<file path="src/rtl/whack_pkg.sv">
// Shared types and constants for the whack-a-mole round controller.
// Imported by the controller and its LFSR.
package whack_pkg;

  typedef enum logic [2:0] {
    IDLE,
    ARM,
    WAIT,
    GAP,
    OVER
  } state_t;

  localparam int NUM_MOLES  = 4;
  localparam int SCORE_W    = 8;
  localparam int LIVES_W    = 2;
  localparam int INTERVAL_W = 3;
  localparam int LFSR_W     = 8;

  // Right-shift Galois mask for x^8+x^6+x^5+x^4+1
  localparam logic [LFSR_W-1:0] LFSR_TAPS = 8'hB8;

  function automatic logic [NUM_MOLES-1:0] onehot(
    input logic [1:0] idx
  );
    return NUM_MOLES'(1) << idx;
  endfunction

endpackage

</file>
<file path="src/rtl/whack_lfsr.sv">
// 8-bit Galois LFSR; load reseeds, enable advances one step.
// Free-running source for the mole choice.
module whack_lfsr
  import whack_pkg::*;
#(
  parameter logic [LFSR_W-1:0] SEED = 8'hA5
) (
  input  logic              clk,
  input  logic              load,
  input  logic              enable,
  output logic [LFSR_W-1:0] value
);

  logic [LFSR_W-1:0] next;

  always_comb begin
    next = {1'b0, value[LFSR_W-1:1]};
    if (value[0]) next = next ^ LFSR_TAPS;
  end

  always_ff @(posedge clk) begin
    if (load) begin
      value <= SEED;
    end else if (enable) begin
      value <= next;
    end
  end

endmodule

</file>
<file path="src/rtl/whack_round_ctrl.sv">
// Round sequencer for the whack-a-mole game: lights a mole,
// restarts the timer, scores hits/misses, levels up the interval.
module whack_round_ctrl
  import whack_pkg::*;
#(
  parameter int unsigned      LIVES         = 3,
  parameter int unsigned      INIT_INTERVAL = 5,
  parameter int unsigned      MIN_INTERVAL  = 1,
  parameter int unsigned      LEVEL_HITS    = 4,
  parameter int unsigned      GAP_CYCLES    = 16,
  parameter logic [LFSR_W-1:0] LFSR_SEED    = 8'hA5
) (
  input  logic                  clk,
  input  logic                  rst,
  input  logic                  start,
  input  logic [NUM_MOLES-1:0]  btn,
  input  logic                  timeout,
  output logic [INTERVAL_W-1:0] interval,
  output logic                  dir,
  output logic                  timer_clr,
  output logic [NUM_MOLES-1:0]  mole,
  output logic [SCORE_W-1:0]    score,
  output logic [LIVES_W-1:0]    lives,
  output logic                  hit,
  output logic                  miss,
  output logic                  game_over
);

  localparam int GAP_W = $clog2(GAP_CYCLES + 1);
  localparam logic [GAP_W-1:0] GAP_LAST =
    GAP_W'(GAP_CYCLES - 1);
  localparam logic [3:0] LVL_LAST =
    4'(LEVEL_HITS - 1);
  localparam logic [LIVES_W-1:0] LIVES_INIT =
    LIVES_W'(LIVES);
  localparam logic [INTERVAL_W-1:0] INT_INIT =
    INTERVAL_W'(INIT_INTERVAL);
  localparam logic [INTERVAL_W-1:0] INT_MIN =
    INTERVAL_W'(MIN_INTERVAL);

  state_t                  state_q, state_d;
  logic [NUM_MOLES-1:0]    mole_q, mole_d;
  logic [SCORE_W-1:0]      score_q, score_d;
  logic [LIVES_W-1:0]      lives_q, lives_d;
  logic [INTERVAL_W-1:0]   intv_q, intv_d;
  logic [3:0]              level_q, level_d;
  logic [GAP_W-1:0]        gap_q, gap_d;
  logic                    hit_q, hit_d;
  logic                    miss_q, miss_d;
  logic                    clr_q, clr_d;
  logic                    over_q, over_d;
  logic [LFSR_W-1:0]       lfsr;
  logic                    btn_hit, btn_bad;
  logic                    unused_lfsr;

  whack_lfsr #(
    .SEED(LFSR_SEED)
  ) u_lfsr (
    .clk   (clk),
    .load  (rst),
    .enable(1'b1),
    .value (lfsr)
  );

  assign unused_lfsr = ^lfsr[LFSR_W-1:2];

  assign btn_hit = (btn == mole_q);
  assign btn_bad = (btn != '0) && !btn_hit;

  always_comb begin
    state_d  = state_q;
    mole_d   = mole_q;
    score_d  = score_q;
    lives_d  = lives_q;
    intv_d   = intv_q;
    level_d  = level_q;
    gap_d    = gap_q;
    hit_d    = 1'b0;
    miss_d   = 1'b0;
    unique case (state_q)
      IDLE, OVER: begin
        mole_d = '0;
        if (start) begin
          state_d = ARM;
          score_d = '0;
          lives_d = LIVES_INIT;
          intv_d  = INT_INIT;
          level_d = '0;
        end
      end
      ARM: begin
        mole_d  = onehot(lfsr[1:0]);
        state_d = WAIT;
      end
      WAIT: begin
        gap_d = '0;
        // Correct press outranks a same-cycle timeout
        if (btn_hit) begin
          hit_d   = 1'b1;
          mole_d  = '0;
          state_d = GAP;
          if (score_q != '1) score_d = score_q + 1'b1;
          if (level_q == LVL_LAST) begin
            level_d = '0;
            if (intv_q > INT_MIN) intv_d = intv_q - 1'b1;
          end else begin
            level_d = level_q + 1'b1;
          end
        end else if (btn_bad || timeout) begin
          miss_d  = 1'b1;
          mole_d  = '0;
          lives_d = lives_q - 1'b1;
          state_d = (lives_q == 1) ? OVER : GAP;
        end
      end
      GAP: begin
        mole_d = '0;
        if (gap_q == GAP_LAST) begin
          gap_d   = '0;
          state_d = ARM;
        end else begin
          gap_d = gap_q + 1'b1;
        end
      end
      default: begin
        mole_d  = '0;
        state_d = IDLE;
      end
    endcase
    clr_d  = (state_d == ARM);
    over_d = (state_d == OVER);
  end

  always_ff @(posedge clk) begin
    if (rst) begin
      state_q <= IDLE;
      mole_q  <= '0;
      score_q <= '0;
      lives_q <= LIVES_INIT;
      intv_q  <= INT_INIT;
      level_q <= '0;
      gap_q   <= '0;
      hit_q   <= 1'b0;
      miss_q  <= 1'b0;
      clr_q   <= 1'b0;
      over_q  <= 1'b0;
    end else begin
      state_q <= state_d;
      mole_q  <= mole_d;
      score_q <= score_d;
      lives_q <= lives_d;
      intv_q  <= intv_d;
      level_q <= level_d;
      gap_q   <= gap_d;
      hit_q   <= hit_d;
      miss_q  <= miss_d;
      clr_q   <= clr_d;
      over_q  <= over_d;
    end
  end

  assign interval  = intv_q;
  assign dir       = 1'b0;
  assign timer_clr = clr_q;
  assign mole      = mole_q;
  assign score     = score_q;
  assign lives     = lives_q;
  assign hit       = hit_q;
  assign miss      = miss_q;
  assign game_over = over_q;

endmodule

</file>
<file path="config.mk">
export PLATFORM = sky130hd
export DESIGN_NAME = whack_round_ctrl
export DESIGN_NICKNAME = d
export VERILOG_FILES = /design/src/rtl/whack_pkg.sv /design/src/rtl/whack_lfsr.sv /design/src/rtl/whack_round_ctrl.sv
export SDC_FILE = /design/constraint.sdc
export NUM_CORES = 1
export LEC_CHECK = 0
export ABC_AREA = 1
export BUFFER_PORTS_ARGS = -buffer_cell sky130_fd_sc_hd__buf_2
export CAP_MARGIN = 40
export CORE_MARGIN = 5
export CORE_UTILIZATION = 60
export CTS_CLUSTER_DIAMETER = 40
export DETAILED_ROUTE_END_ITERATION = 12
export MAX_ROUTING_LAYER = met4
export PLACE_DENSITY_LB_ADDON = 0.2
export SLEW_MARGIN = 0
export SYNTH_ARGS = -nofsm -noshare
export SYNTH_HDL_FRONTEND = slang
export SYNTH_SLANG_ARGS = --single-unit
</file>
<file path="constraint.sdc">
create_clock -name clk -period 3 [get_ports clk]
set_input_delay 0.6 -clock clk [delete_from_list [all_inputs] [get_ports clk]]
set_output_delay 0.6 -clock clk [all_outputs]
set_load 0.02 [all_outputs]
</file>
======== Yosys cells after proc, flatten, opt, wreduce, memory -nomap -nowiden ========
Cells that the tools add are included.
storage, ports and cells
  flip-flop bits (word level) ............. 41
cells by class
  add/subtract/negate cells ............... 5
  order comparisons ....................... 1
  equal/unequal tests ..................... 19
  shift-type cells ........................ 1
  multiplexer cells ....................... 31
  bitwise logic cells ..................... 2
  reductions and logical operators ........ 14
operators with widths
  operator             number
  $mux 8               4
  $mux 3               9
  $mux 4               5
  $pmux 4 s2           2
  $pmux 8 s2           1
  $ne 2x2->1 const B   7
  $pmux 3 s4           1
  $pmux 5 s2           1
  $add 8x1->8 const B  1
  $ne 8x8->1 const B   1
  $reduce_and 4->1     2
  $eq 3x1->1 const B   2
  $eq 3x2->1 const B   2
  $eq 3x3->1 const B   2
  $mux 2               3
  $pmux 3 s2           1
  $add 5x1->5 const B  1
  $eq 5x4->1 const B   1
  $mux 5               1
  $reduce_and 5->1     1
  $add 4x1->4 const B  1
  $eq 4x2->1 const B   1
  $eq 4x4->1           1
  $not 3->4            1
  18 further kinds     21

======== Logic depth before layout (Yosys ltp) ========
  depth in word-level cells ............... 8
  depth in mapped cells ................... 11
  gate-level depth less buffers ........... 11

======== Hierarchy ========
Synthesis repeated with hierarchy kept, for this count alone.
unflattened totals
  cells, all modules ...................... 294
  area, all modules ....................... 2060.7 um^2
by module, submodules not included
  module            times used  cells an instance  area each (um^2)  seq. area each (um^2)
  whack_round_ctrl  1           245                1704.1            660.6
  whack_lfsr        1           49                 356.6             160.2

======== Least setup slack after synthesis ========
No wires, ideal clock.
  kind .................................... reg-to-reg
  start ................................... reg score_q[0], in the netlist score[0]
  end ..................................... reg score_q[6], in the netlist score[6]
  setup time .............................. 0.112 ns
  arrival time ............................ 1.535 ns
  required time ........................... 2.888 ns
  path slack .............................. 1.353 ns
  stages on the path, launching flop included .. 11
  period minus slack after synthesis ...... 1.647 ns
  path through ............................ dfxtp_1 -> ha_1 -> nand2_1 -> inv_1 -> nand3_1 -> nor2_1 -> nand3_2 -> nand2_4 -> nor2_1 -> nor2_1 -> nor2_1
on the way
  word-level cells in the longest chain between the ends .. 4
  elaborated cells on any way between the ends .. 7
  classes of those cells .................. add/sub: 1; eq/ne: 2; mux: 3; reduce/logical: 1
RTL lines
  what                      line                     source
  start: declaration        whack_round_ctrl.sv:43   logic [SCORE_W-1:0] score_q, score_d;
  start signal: assignment  whack_round_ctrl.sv:150  score_q <= score_d;
  $add 8x1->8               whack_round_ctrl.sv:102  if (score_q != '1) score_d = score_q + 1'b1;
  $mux 8                    whack_round_ctrl.sv:102
  $mux 8                    whack_round_ctrl.sv:98   if (btn_hit) begin
  $pmux 8 s2                whack_round_ctrl.sv:80   unique case (state_q)
Parallel ways exist; a longest one is shown, timed or not. The select of a mux whose other input is x is not followed.
A chain may end at the register's enable or synchronous reset.

======== Worst setup path in the final report ========
  start ................................... reg state_q[1]
  end ..................................... reg intv_q[1], in the netlist interval[1]
on the way
  word-level cells in the longest chain between the ends .. 4
  elaborated cells on any way between the ends .. 11
  classes of those cells .................. eq/ne: 6; mux: 1; reduce/logical: 4
RTL lines
  what                                                       line                     source
  start: declaration                                         whack_round_ctrl.sv:41   state_t state_q, state_d;
  start signal: assignment                                   whack_round_ctrl.sv:148  state_q <= state_d;
  $eq 3x3->1 or $logic_not 3->1 (tied branches)              whack_round_ctrl.sv:80
  $reduce_or 2->1                                            whack_round_ctrl.sv:80
  $ne 2x2->1 (no line) or $reduce_bool 2->1 (tied branches)  n/a
  $reduce_and 5->1 (no line)                                 n/a
  end signal: assignment                                     whack_round_ctrl.sv:152  intv_q <= intv_d;
  end: declaration                                           whack_round_ctrl.sv:45   logic [INTERVAL_W-1:0] intv_q, intv_d;
Parallel ways exist; a longest one is shown, timed or not.

==> impl_results.md <==
* ANT cells at 0
* Die area at 4614 sq um
* Fillers at 286
* Leakage at 0.001067 uW
* Psw at 430.5 uW
* Sequential area share after synthesis at 40.77%
* Hold WC Path Type: reg -> reg
* Synth Area in Simple Gates at 34.18%
* Period utilization at 63.47%
* Clock power frac at 23.2%
* CP max stage delay at 0.52 ns
* Core Area at 3284 sq um
* Worst Reg2Reg Path Length in Cells at 9
* Horiz. Die Dim at 67.93 um
* Total GRT Usage at 20.20%
* Post-route cell area at 2221 sq um
* Setup slack, reg-to-reg at 1.10 ns
* Status: finished clean
* Antenna violations before repair at 0
* Htree depth at 2
* Kind of critical path: reg -> reg
* Placed cell area at 2162 sq um
* Area grow syn2layout at 10.32%
* Routed wire length at 3842 um
* Pwr Density at 553.6 nW/um^2
* Hold_buf cts at 0
* Synth Register Bits at 41
* Final core utilization at 67.62%
* Post-synthesis mux area share at 0%
* Crit Path Max Fanout at 15
* Gates resized, CTS repair at 0
* Actual transition at the worst max-transition pin at 0.6688 ns
* Largest family of logic cells by synthesized area: simple AND/OR/NAND/NOR gates
* Residual DRC count at 0
* I/O pin count at 30
* Crit path max-delay family: simple AND/OR/NAND/NOR gates
* FF-to-FF End: interval[1]
* Via count at 1767
* Clock latency on the worst-skew pair at 0.35 ns
* Relative max-transition margin at 55.27%
* Placer Congestion at 0.8184
* Final Max Slew Viols at 0
* R2r startpoint: state_q[1]
* CP Cell Sequence: inv_2, nor3_4, inv_2, nor2_1, o21ai_2, nand3_1, nand2_1, nand2_1, nor2_1
* Num CTS Buffers at 5
* Yosys cell types at 31
* Unrepaired setup endpoints after global routing: false
* Combinational share of power at 25.9%
* CP Data Arrival Time at 2.13 ns
* Overflow after GRT at 0
* # Post-CTS Setup Buffers at 0
* Post-Syn Instances at 282
* Crit end category: flip-flop
* Vias per cell at 4.963
* Max Clock Skew at 0.01350 ns
* Vias in the first global route at 1672
* Tmin final at 1.904 ns
* Synth Area in Compound Gates at 7.520%
* Mapped Avg Cell Area at 7.139 sq um
* Share of cells above drive strength 1 at 15.16%
* Clock-pin slew on the worst setup and hold paths at 0.12 ns
* Fmax at 0.5252 GHz
* Worst hold slack at 0.4222 ns
* Min-Delay Endpoint: u_lfsr.value[1]
* Synth Cell Area at 2013 sq um
* Synth warnings at 0
* TNS Setup at 0 ns
* Rows at 21
* First-pass iteration count of the detailed router at 4
* Flop pwr share at 50.9%
* Synth Area in XOR/XNOR at 3.915%
* Clk sinks at 41
* Slowest cell on crit path: nor3_4
* Syn_nets at 296
* Net Sw Frac at 35.02%
* Post-DP HPWL at 2768 um
* Critical Path RT at 3.22 ns
* Internal power at 798.9 uW
* ANT nets after route at 0
* I/O Buffers at 28
* Starting Density at 61.30%
* CTS tree: yes
* Hold Path Origin: u_lfsr.value[2]
* Global-route wire length before repair at 6989 um
* Max-cap violations at 0
* Setup Viol. Count Final at 0
* CTS root buf: clkbuf_4
* Peak VDD IR at 294.7 uV
* Final nets at 324
* Crit path launch type: flip-flop
* Bufs on Longest Clock Path at 2
* Post-Synth Adder-Cell Area at 3.729%
* DRT iter0 DRCs at 100
* Hold Path Depth at 2
* Largest net degree at the start of global routing at 28
* Hold Vio Cnt, Final at 0
* WL per Instance at 10.79 um
* Chip Height at 67.93 um
* WP buf/inv at 2
[placed cells by master, fill, tap and decap left out]
master and instances:
nand2_1 71, dfxtp_1 41, inv_1 36, nor2_1 34, buf_2 28, nand3_1 27, a21oi_1 17, o21ai_0 7
nand4_1 7, ha_1 6, xnor2_1 5, clkbuf_4 5, xor2_1 4, inv_2 3, nand2_4 2, nor3_1 2
a211oi_1 2, or2_2 1, nor3_4 1, nand3_4 1, nand3_2 1, nand3b_1 1, nand4_2 1, nor2_2 1
o21ai_2 1, or2_1 1, o211ai_1 1, conb_1 1, clkinvlp_4 1, clkbuf_8 1
[worst register-to-register path, stage by stage (launching register included)]
cell and delay [ns]:
dfxtp_1 0.41, inv_2 0.06, nor3_4 0.52, inv_2 0.24, nor2_1 0.16, o21ai_2 0.10
nand3_1 0.14, nand2_1 0.07, nand2_1 0.05, nor2_1 0.03
[power by group through the flow]
| stage | Combinational (uW) | Clock [uW] | Sequential [uW] |
|---|---|---|---|
| 6_report | 318 | 285 | 626 |
| 2_1_floorplan | 224 | 0 | 663 |
| 3_5_place_dp | 314 | 0 | 638 |
| 5_1_grt | 363 | 322 | 633 |
| 3_3_place_gp | 313 | 0 | 637 |
| 4_1_cts | 318 | 293 | 626 |
[layout make-up]
type,count,area (sq um),share of cell area [%]
tap,46,57.56,2.592
timing repair buffer,28,140.1,6.310
clock buffer,6,51.30,2.310
multi-input combinational,195,997.2,44.90
inverter,39,146.4,6.592
sequential,41,820.8,36.96
clock inverter,1,7.507,0.3380
[through the flow]
step	std cells	power (uW)	setup slack, ns
final	356	1229	1.096
after global routing	356	1318	0.9264
after CTS	356	1238	1.093
after detailed placement	349	952.2	1.141
after global placement	349	950.2	1.180
after floorplan	282	887.3	1.353
[per-layer routing]
metal | GRT usage, % | part of all wire, % | vias to the layer above
li1 | - | - | 949
met3 | 5.419 | 4.8 | 6
met1 | 23.36 | 45 | 783
met4 | 8.685 | 1.3 | 0
met5 | - | 0 | -
met2 | 32.85 | 49 | 29
[cells in the mapped netlist]
cell       n  area, sq um
nand3b_1   1        7.510
xnor2_1    5        43.79
nand2_4    2        22.52
or2_1      1        6.260
nand4_2    1        12.51
o21ai_0    7        35.03
nor3_1     2        10.01
xor2_1     4        35.03
inv_2      3        11.26
a211oi_1   2        15.01
dfxtp_1   41        820.8
ha_1       6        75.07
buf_8      1        15.01
nand3_4    1        17.52
o21ai_2    1        8.760
or2_2      1        6.260
buf_6      1        11.26
nand4_1    7        43.79
nor2_1    34        127.6
inv_1     36        135.1
nand2_1   71        266.5
nor3_4     1        16.27
nand3_2    1        10.01
nor2_2     1        6.260
buf_1      1        3.750
nand3_1   27        135.1
conb_1     1        3.750
o211ai_1   1        7.510
a21oi_1   17        85.08
clkbuf_1   3        11.26
buf_4      1        7.510
[registers in the layout, indices dropped and copies added, names as in the netlist]
register,flops
game_over,1
gap_q,5
hit,1
interval,3
level_q,4
lives,2
miss,1
mole,4
score,8
state_q,3
timer_clr,1
u_lfsr.value,8
[cells by family after synthesis]
kind of cell               count (synthesis)
and+or+nand+nor                          151
buffers and inverters                     46
DFF                                       41
AOI/OAI and AO/OA                         28
xor gates and xnor gates                   9
adders and majority gates                  6
other                                      1
[worst max-delay path by stage]
| stage | startpoint | endpoint | slack (ns) | cells past startpoint |
|---|---|---|---|---|
| floorplan | score[0] | score[6] | 1.35 | 10 |
| detailed placement | state_q[1] | interval[1] | 1.14 | 9 |
| CTS | state_q[1] | interval[1] | 1.09 | 9 |
| global route | state_q[1] | interval[1] | 0.93 | 9 |
| global placement | btn[2] | interval[0] | 1.18 | 10 |
| finish | state_q[1] | interval[1] | 1.10 | 9 |
Note: power is estimated with default switching activity, not from simulation.
